File: src/rtl/if_id_pkg.sv
// ---------------------------------------------------------------------------
// if_id_pkg -- shared pipeline constants for the IF/ID stage.
//   IF_ID_NOP_WORD : default instruction word loaded on flush or reset
//   RS_* / RT_*    : bit positions of the rs and rt fields in an instruction
//   STALL_CNT_W    : width of the optional stall-cycle counter
// ---------------------------------------------------------------------------
package if_id_pkg;

  localparam logic [31:0] IF_ID_NOP_WORD = 32'h0000_0000;

  localparam int RS_MSB = 25;
  localparam int RS_LSB = 21;
  localparam int RT_MSB = 20;
  localparam int RT_LSB = 16;

  localparam int STALL_CNT_W = 16;

endpackage

File: src/rtl/if_id_hazard_detect.sv
// ---------------------------------------------------------------------------
// hazard_detect -- purely combinational load-use hazard detection.
// Ports:
//   valid          in   IF/ID holds a live instruction
//   rs, rt         in   source register fields of the instruction in IF/ID
//   id_ex_mem_read in   instruction in ID/EX is a load
//   id_ex_rt       in   destination register of the instruction in ID/EX
//   hazard         out  decode must wait one cycle for the load result
// ---------------------------------------------------------------------------
module hazard_detect (
  input  logic       valid,
  input  logic [4:0] rs,
  input  logic [4:0] rt,
  input  logic       id_ex_mem_read,
  input  logic [4:0] id_ex_rt,
  output logic       hazard
);

  // Register 0 is hard-wired to zero, so a load "into" it never creates a
  // dependency; an empty IF/ID slot never depends on anything.
  assign hazard = valid & id_ex_mem_read & (id_ex_rt != 5'd0) &
                  ((id_ex_rt == rs) | (id_ex_rt == rt));

endmodule

File: src/rtl/if_id.sv
// ---------------------------------------------------------------------------
// if_id -- IF/ID pipeline register with load-use stall and branch flush.
// Optional feature macro: IF_ID_STALL_CNT_EN (adds the StallCount port and a
// saturating stall-cycle counter).
// Ports:
//   clk, rst_n      clock and asynchronous active-low reset
//   PCResult, Instr PC+4 and instruction word from fetch
//   IdEx_MemRead    instruction in ID/EX is a load
//   IdEx_Rt         destination register of the instruction in ID/EX
//   Branch_taken    redirect from branch resolution; flushes IF/ID
//   PCResult_1      registered PC+4 to decode
//   Instr_1         registered instruction to decode
//   Valid_1         IF/ID holds a live instruction
//   PCWrite         PC register enable for fetch
//   Bubble          decode zeroes all ID/EX control inputs when high
//   StallCount      stall-cycle counter (only with IF_ID_STALL_CNT_EN)
//
// Flow control: PCWrite acts as the "ready" back to fetch and Valid_1 as the
// "valid" forward to decode. A fetched word is consumed on every edge where
// PCWrite=1; when PCWrite=0 fetch must present the same word again. A flush
// overrides a stall: the slot empties and fetch proceeds from the new PC.
// ---------------------------------------------------------------------------
module if_id
  import if_id_pkg::*;
#(
  parameter logic [31:0] NOP_WORD = IF_ID_NOP_WORD
) (
  input  logic                   clk,
  input  logic                   rst_n,
  input  logic [31:0]            PCResult,
  input  logic [31:0]            Instr,
  input  logic                   IdEx_MemRead,
  input  logic [4:0]             IdEx_Rt,
  input  logic                   Branch_taken,
  output logic [31:0]            PCResult_1,
  output logic [31:0]            Instr_1,
  output logic                   Valid_1,
  output logic                   PCWrite,
`ifdef IF_ID_STALL_CNT_EN
  output logic [STALL_CNT_W-1:0] StallCount,
`endif
  output logic                   Bubble
);

  logic hazard;
  logic stall;

  hazard_detect u_hazard_detect (
    .valid          (Valid_1),
    .rs             (Instr_1[RS_MSB:RS_LSB]),
    .rt             (Instr_1[RT_MSB:RT_LSB]),
    .id_ex_mem_read (IdEx_MemRead),
    .id_ex_rt       (IdEx_Rt),
    .hazard         (hazard)
  );

  // A flush wins over a stall, so only a hazard without a redirect holds.
  assign stall   = hazard & ~Branch_taken;
  assign PCWrite = ~stall;
  assign Bubble  = hazard | Branch_taken;

  // No extra stall state: the load leaves ID/EX on the next edge, which
  // clears the hazard by itself after exactly one held cycle.
  always_ff @(posedge clk or negedge rst_n) begin
    if (!rst_n) begin
      PCResult_1 <= 32'd0;
      Instr_1    <= NOP_WORD;
      Valid_1    <= 1'b0;
    end else if (Branch_taken) begin
      PCResult_1 <= 32'd0;
      Instr_1    <= NOP_WORD;
      Valid_1    <= 1'b0;
    end else if (!stall) begin
      PCResult_1 <= PCResult;
      Instr_1    <= Instr;
      Valid_1    <= 1'b1;
    end
  end

`ifdef IF_ID_STALL_CNT_EN
  // Saturates instead of wrapping so a long run never reads as a short one.
  always_ff @(posedge clk or negedge rst_n) begin
    if (!rst_n) begin
      StallCount <= '0;
    end else if (stall && (StallCount != {STALL_CNT_W{1'b1}})) begin
      StallCount <= StallCount + 1'b1;
    end
  end
`endif

endmodule

File: config.mk
export PLATFORM = sky130hd
export DESIGN_NAME = if_id
export DESIGN_NICKNAME = d
export VERILOG_FILES = /design/src/rtl/if_id_pkg.sv /design/src/rtl/if_id_hazard_detect.sv /design/src/rtl/if_id.sv
export SDC_FILE = /design/constraint.sdc
export NUM_CORES = 1
export LEC_CHECK = 0
export ABC_AREA = 1
export BUFFER_PORTS_ARGS = -buffer_cell sky130_fd_sc_hd__buf_4
export CAP_MARGIN = 30
export CORE_MARGIN = 2
export CORE_UTILIZATION = 49
export CTS_CLUSTER_DIAMETER = 100
export DETAILED_ROUTE_END_ITERATION = 16
export GPL_TIMING_DRIVEN = 0
export PLACE_DENSITY = 0.88
export SYNTH_ARGS = -nofsm -noshare
export SYNTH_HDL_FRONTEND = slang
export SYNTH_HIERARCHICAL = 1
export SYNTH_SLANG_ARGS = --single-unit
File: constraint.sdc
create_clock -name clk -period 4.3 [get_ports clk]
set_input_delay 0.215 -clock clk [delete_from_list [all_inputs] [get_ports clk]]
set_output_delay 0.215 -clock clk [all_outputs]
set_load 0.01 [all_outputs]
## After elaboration in Yosys (flattened, before gate mapping)

Index checks and enable logic that the tools add are counted.

| operators by class | value |
|---|---|
| div/mod/pow operators | 0 |
| muxes and demuxes | 6 |
| multiply operators | 0 |
| shift-type cells | 0 |
| bitwise operators | 8 |
| reduce and logical (&&, ||, !) cells | 1 |
| equality and inequality tests | 3 |
| magnitude comparators | 0 |
| add/subtract/negate cells | 0 |

Operator list:

| operator | count |
|---|---|
| 2-to-1 mux 32 bit | 4 |
| equality test 5 bit | 2 |
| nonzero test 5 bit | 1 |
| bitwise AND 1 bit | 4 |
| 2-to-1 mux 1 bit | 2 |
| inequality test 2 bit, second input constant | 1 |
| inverter 1 bit | 2 |
| OR 1 bit | 2 |

| storage, ports and cells | value |
|---|---|
| memories | 0 |
| bits in registers | 65 |
| bits of input ports | 73 |
| latch bits | 0 |
| word-level logic and storage cells | 21 |
| output and inout bits | 67 |
| RAM bits | 0 |
| memory bits (read-only) | 0 |

## Depth between registers and ports, before layout

| depth | value |
|---|---|
| word-level depth | 6 |
| gate-level depth with buffers | 11 |
| mapped depth without buffers | 9 |

## Modules after synthesis

Netlist, hierarchy kept.

By module, submodules not included:

| module | times used | cells each | area each (µm²) | seq. area each (µm²) |
|---|---|---|---|---|
| if_id | 1 | 284 | 2590.0 | 1626.6 |
| hazard_detect | 1 | 45 | 202.7 | 0.0 |

## Worst setup path before layout

Ideal clock, no wire load.

| path | value |
|---|---|
| kind | reg-to-output |
| from | register Instr_1[20] |
| to | output PCWrite |
| setup slack | 2.733 ns |
| data arrival time | 1.352 ns |
| required time | 4.085 ns |
| buffers on the path | 2 |
| stages on the path, launching flop included | 10 |
| cells stage by stage | dfrtp_1 -> inv_1 -> nand2_1 -> nand2_2 -> nor2_2 -> nand3_1 -> a21oi_2 -> buf_4 -> buf_2 -> nand2_1 |

| on the way | value |
|---|---|
| cells in the longest elaborated chain, start to end | 5 |

RTL lines:

| element | line | text |
|---|---|---|
| from (decl) | if_id.sv:36 | `output logic [31:0] Instr_1,` |
| from (signal assigned) | if_id.sv:75 | `Instr_1 <= Instr;` |
| equality test 5 bit | if_id_hazard_detect.sv:22 | `((id_ex_rt == rs) \| (id_ex_rt == rt));` |
| OR 1 bit | if_id_hazard_detect.sv:22 |  |
| bitwise AND 1 bit | if_id_hazard_detect.sv:21 | `assign hazard = valid & id_ex_mem_read & (id_ex_rt != 5'd0) &` |
| net hazard | if_id.sv:45 | `logic hazard;` |
| bitwise AND 1 bit | if_id.sv:58 | `assign stall = hazard & ~Branch_taken;` |
| inverter 1 bit | if_id.sv:59 | `assign PCWrite = ~stall;` |
| to (decl) | if_id.sv:38 | `output logic PCWrite,` |

The timed path passes the listed nets, and every way through them passes these cells.

## Worst setup path after layout

| path | value |
|---|---|
| from | register Instr_1[24] |
| to | output PCWrite |

The elaborated chain is that of the path after synthesis.

==> run summary <==
Remaining antenna violation count: 0
Mapped Nets: 402
Worst hold path type: in -> reg
Fraction of layout instances using a drive strength above 1: 37.1%
Number of hold-slack violations in the final timing report: 0
Flip-flop and latch count after synthesis: 65
Area added between synthesis and finish: 49.1%
1st-pass router iterations: 5
Area post-placement: 3930 um^2
Number of warnings issued by yosys: 6
Area share of xor/xnor cells in the synthesized design: 0.941%
TNS Setup: 0 ps
MaxCap Viol Count: 0
Buffers inserted during post-CTS setup optimization: 0
Clock root cell: sky130_fd_sc_hd__clkbuf_8
Clock tree from TritonCTS: yes
Final Max Slew Viols: 0
Fraction of synthesized area in multiplexers: 0%
Worst Clk Skew: 11.4 ps
Simple-gate share of the synthesized area: 33.7%
Overall die area: 6320 um^2
Worst vdd ir: 0.000261 V
Clock latency on the worst-skew pair: 340 ps
Compound-gate portion of the synthesized area: 0.314%
Final period demand of the worst path: 2330 ps
Maximum buffer depth of the clock tree: 2
Final weighted congestion of routability-driven global placement: 0.748
Drc violations: 0
Worst Path Arrival: 2110 ps
Main combinational cell family by area after synthesis: simple AND/OR/NAND/NOR gates
Synthesized-area fraction occupied by adder cells: 0%
Post-place setup slack: 2400 ps
Number of levels in the clock H-tree: 3
Number of antenna violations at the first check in global routing: 0
Post-route setup slack: 1970 ps
Number of resized instances in the post-cts repair step: 0
Total core area: 5510 um^2
Largest net degree at the start of global routing: 66
Commonest non-fill, non-tap cell in the layout: sky130_fd_sc_hd__nand2_1
PortBufs: 139
Overall fraction of global-route tracks in use: 25.8%
HPWL after detailed placement: 5.75 mm
Fmax achieved: 429 MHz
Non-filler instance count after layout: 557
Slew at the pin closest to its max-slew limit: 807 ps
Category of the most critical setup path: reg -> out
Clock buffers created by TritonCTS: 9
Run status: complete, no violations
Post-DR vias/cell: 4.96
Number of instances in the placed design: 540
Via count of the first global-routing pass: 2718
Number of nets in the layout: 553
Hold_buf cts: 1
Number of setup violations in the final report: 0
Initial standard-cell utilization of the core: 50.7%
Portion of the post-synthesis area used by sequential elements: 58.2%
First-pass GRT wire length: 12.6 mm
Syn Std Cell Area: 2790 um^2
Clock sink count: 65
Max transition margin: 46.2%
Critical Path Start Type: flop
Register area: 1630 um^2
Commonest cells after routing, fill and taps aside: 146 x sky130_fd_sc_hd__nand2_1, 142 x sky130_fd_sc_hd__buf_4, 67 x sky130_fd_sc_hd__nand3_1, 65 x sky130_fd_sc_hd__dfrtp_1, 11 x sky130_fd_sc_hd__clkbuf_8
Number of vias in the routed layout: 2761
Leakage power total: 0.00241 uW
Unrepaired setup endpoints after global routing: no
Global-route congestion overflow total: 0
Floorplan die width: 79.5 um
CP Data Required Time: 4090 ps
Final design utilization: 75.6%
Fill cells: 430
Maximum fanout encountered on the critical timing path: 10
Chip height: 79.5 um
WL per Instance: 14.3 um
Final period util: 54.2%
Combined area of the multi-input logic cells: 977 um^2
Syn Inst Count: 329
Clock slew seen by the registers of the worst setup and hold paths: 80 ps
Avg Inst Size Synth: 8.49 um^2
Final design area excluding fillers: 4170 um^2
Initial drt markers: 238
Unique masters post-synth: 16
Post-detailed-routing wire length: 7.95 mm
Count of pins on the block boundary: 140
Standard-cell row count: 27
Antenna diode count: 0
Pwr dens: 357 nW/um^2
Kind of capture point of the worst setup path: output port
[power breakdown]
part,switching (uW),leakage (uW),internal [uW],total [uW]
Clock,229,0.000115,356,585
Combinational,113,0.00146,116,229
Sequential,25.2,0.000837,647,672
[logic make-up after synthesis]
family | count (synthesis)
AO/OA/AOI/OAI | 1
AND/OR/NAND/NOR | 226
buffers and inverters | 34
XOR/XNOR | 3
flip-flops | 65
[metrics by stage]
| step | total power (uW) | hold slack, ps |
|---|---|---|
| final | 1490 | 63.0 |
| after global routing | 1550 | 57.4 |
| after CTS | 1500 | 56.0 |
| after detailed placement | 912 | 356 |
| after global placement | 904 | 352 |
| after floorplan | 766 | -80.6 |
[cell usage after synthesis, drive strengths merged]
| master | n | area, um^2 |
|---|---|---|
| buf | 18 | 129 |
| nand4 | 1 | 6.26 |
| nand3 | 67 | 335 |
| xor2 | 1 | 8.76 |
| clkbuf | 3 | 11.3 |
| xnor2 | 2 | 17.5 |
| a21oi | 1 | 8.76 |
| dfrtp | 65 | 1630 |
| inv | 13 | 48.8 |
| nand2 | 148 | 561 |
| nor2 | 10 | 40.0 |
[layout make-up]
type | instances | area share (%)
timing repair buffer | 140 | 25.3
clock buffer | 11 | 3.63
multi-input combinational | 230 | 23.5
buffer | 21 | 3.36
tap | 72 | 2.16
sequential | 65 | 39.1
clock inverter | 5 | 1.86
inverter | 13 | 1.17
[registers in the layout, indices dropped and copies added (netlist names)]
| register | cells |
|---|---|
| Instr_1 | 32 |
| PCResult_1 | 32 |
| Valid_1 | 1 |
[final timing paths]
path,start,to,slack [ps],depth (start not counted)
max,Instr_1[24],PCWrite,1970,9
min,PCResult[2],PCResult_1[2],60,3
max reg2reg,Instr_1[24],PCResult_1[14],2480,9
min reg2reg,PCResult_1[15],PCResult_1[15],520,2
max in group asynchronous,rst_n,PCResult_1[6],3270,2
min in group asynchronous,rst_n,PCResult_1[0],490,2
[critical path, stage by stage (launching register included)]
cell and delay (ps):
sky130_fd_sc_hd__dfrtp_1 420, sky130_fd_sc_hd__nor2_1 140, sky130_fd_sc_hd__nor2_1 60, sky130_fd_sc_hd__nor2_1 120
sky130_fd_sc_hd__nand3_1 100, sky130_fd_sc_hd__a21oi_2 230, sky130_fd_sc_hd__buf_4 210, sky130_fd_sc_hd__buf_2 240
sky130_fd_sc_hd__nand2_1 90, sky130_fd_sc_hd__buf_4 170
[per-layer routing]
metal,wire length [um],share of wire [%],track usage [%],up-vias
met4,142,1.8,9.66,0
met3,650,8.2,6.11,15
li1,-,-,-,1342
met2,4000,50,43.2,107
met5,0,0,0,-
met1,3150,40,32.6,1297
Power figures use the tool's default switching activity.
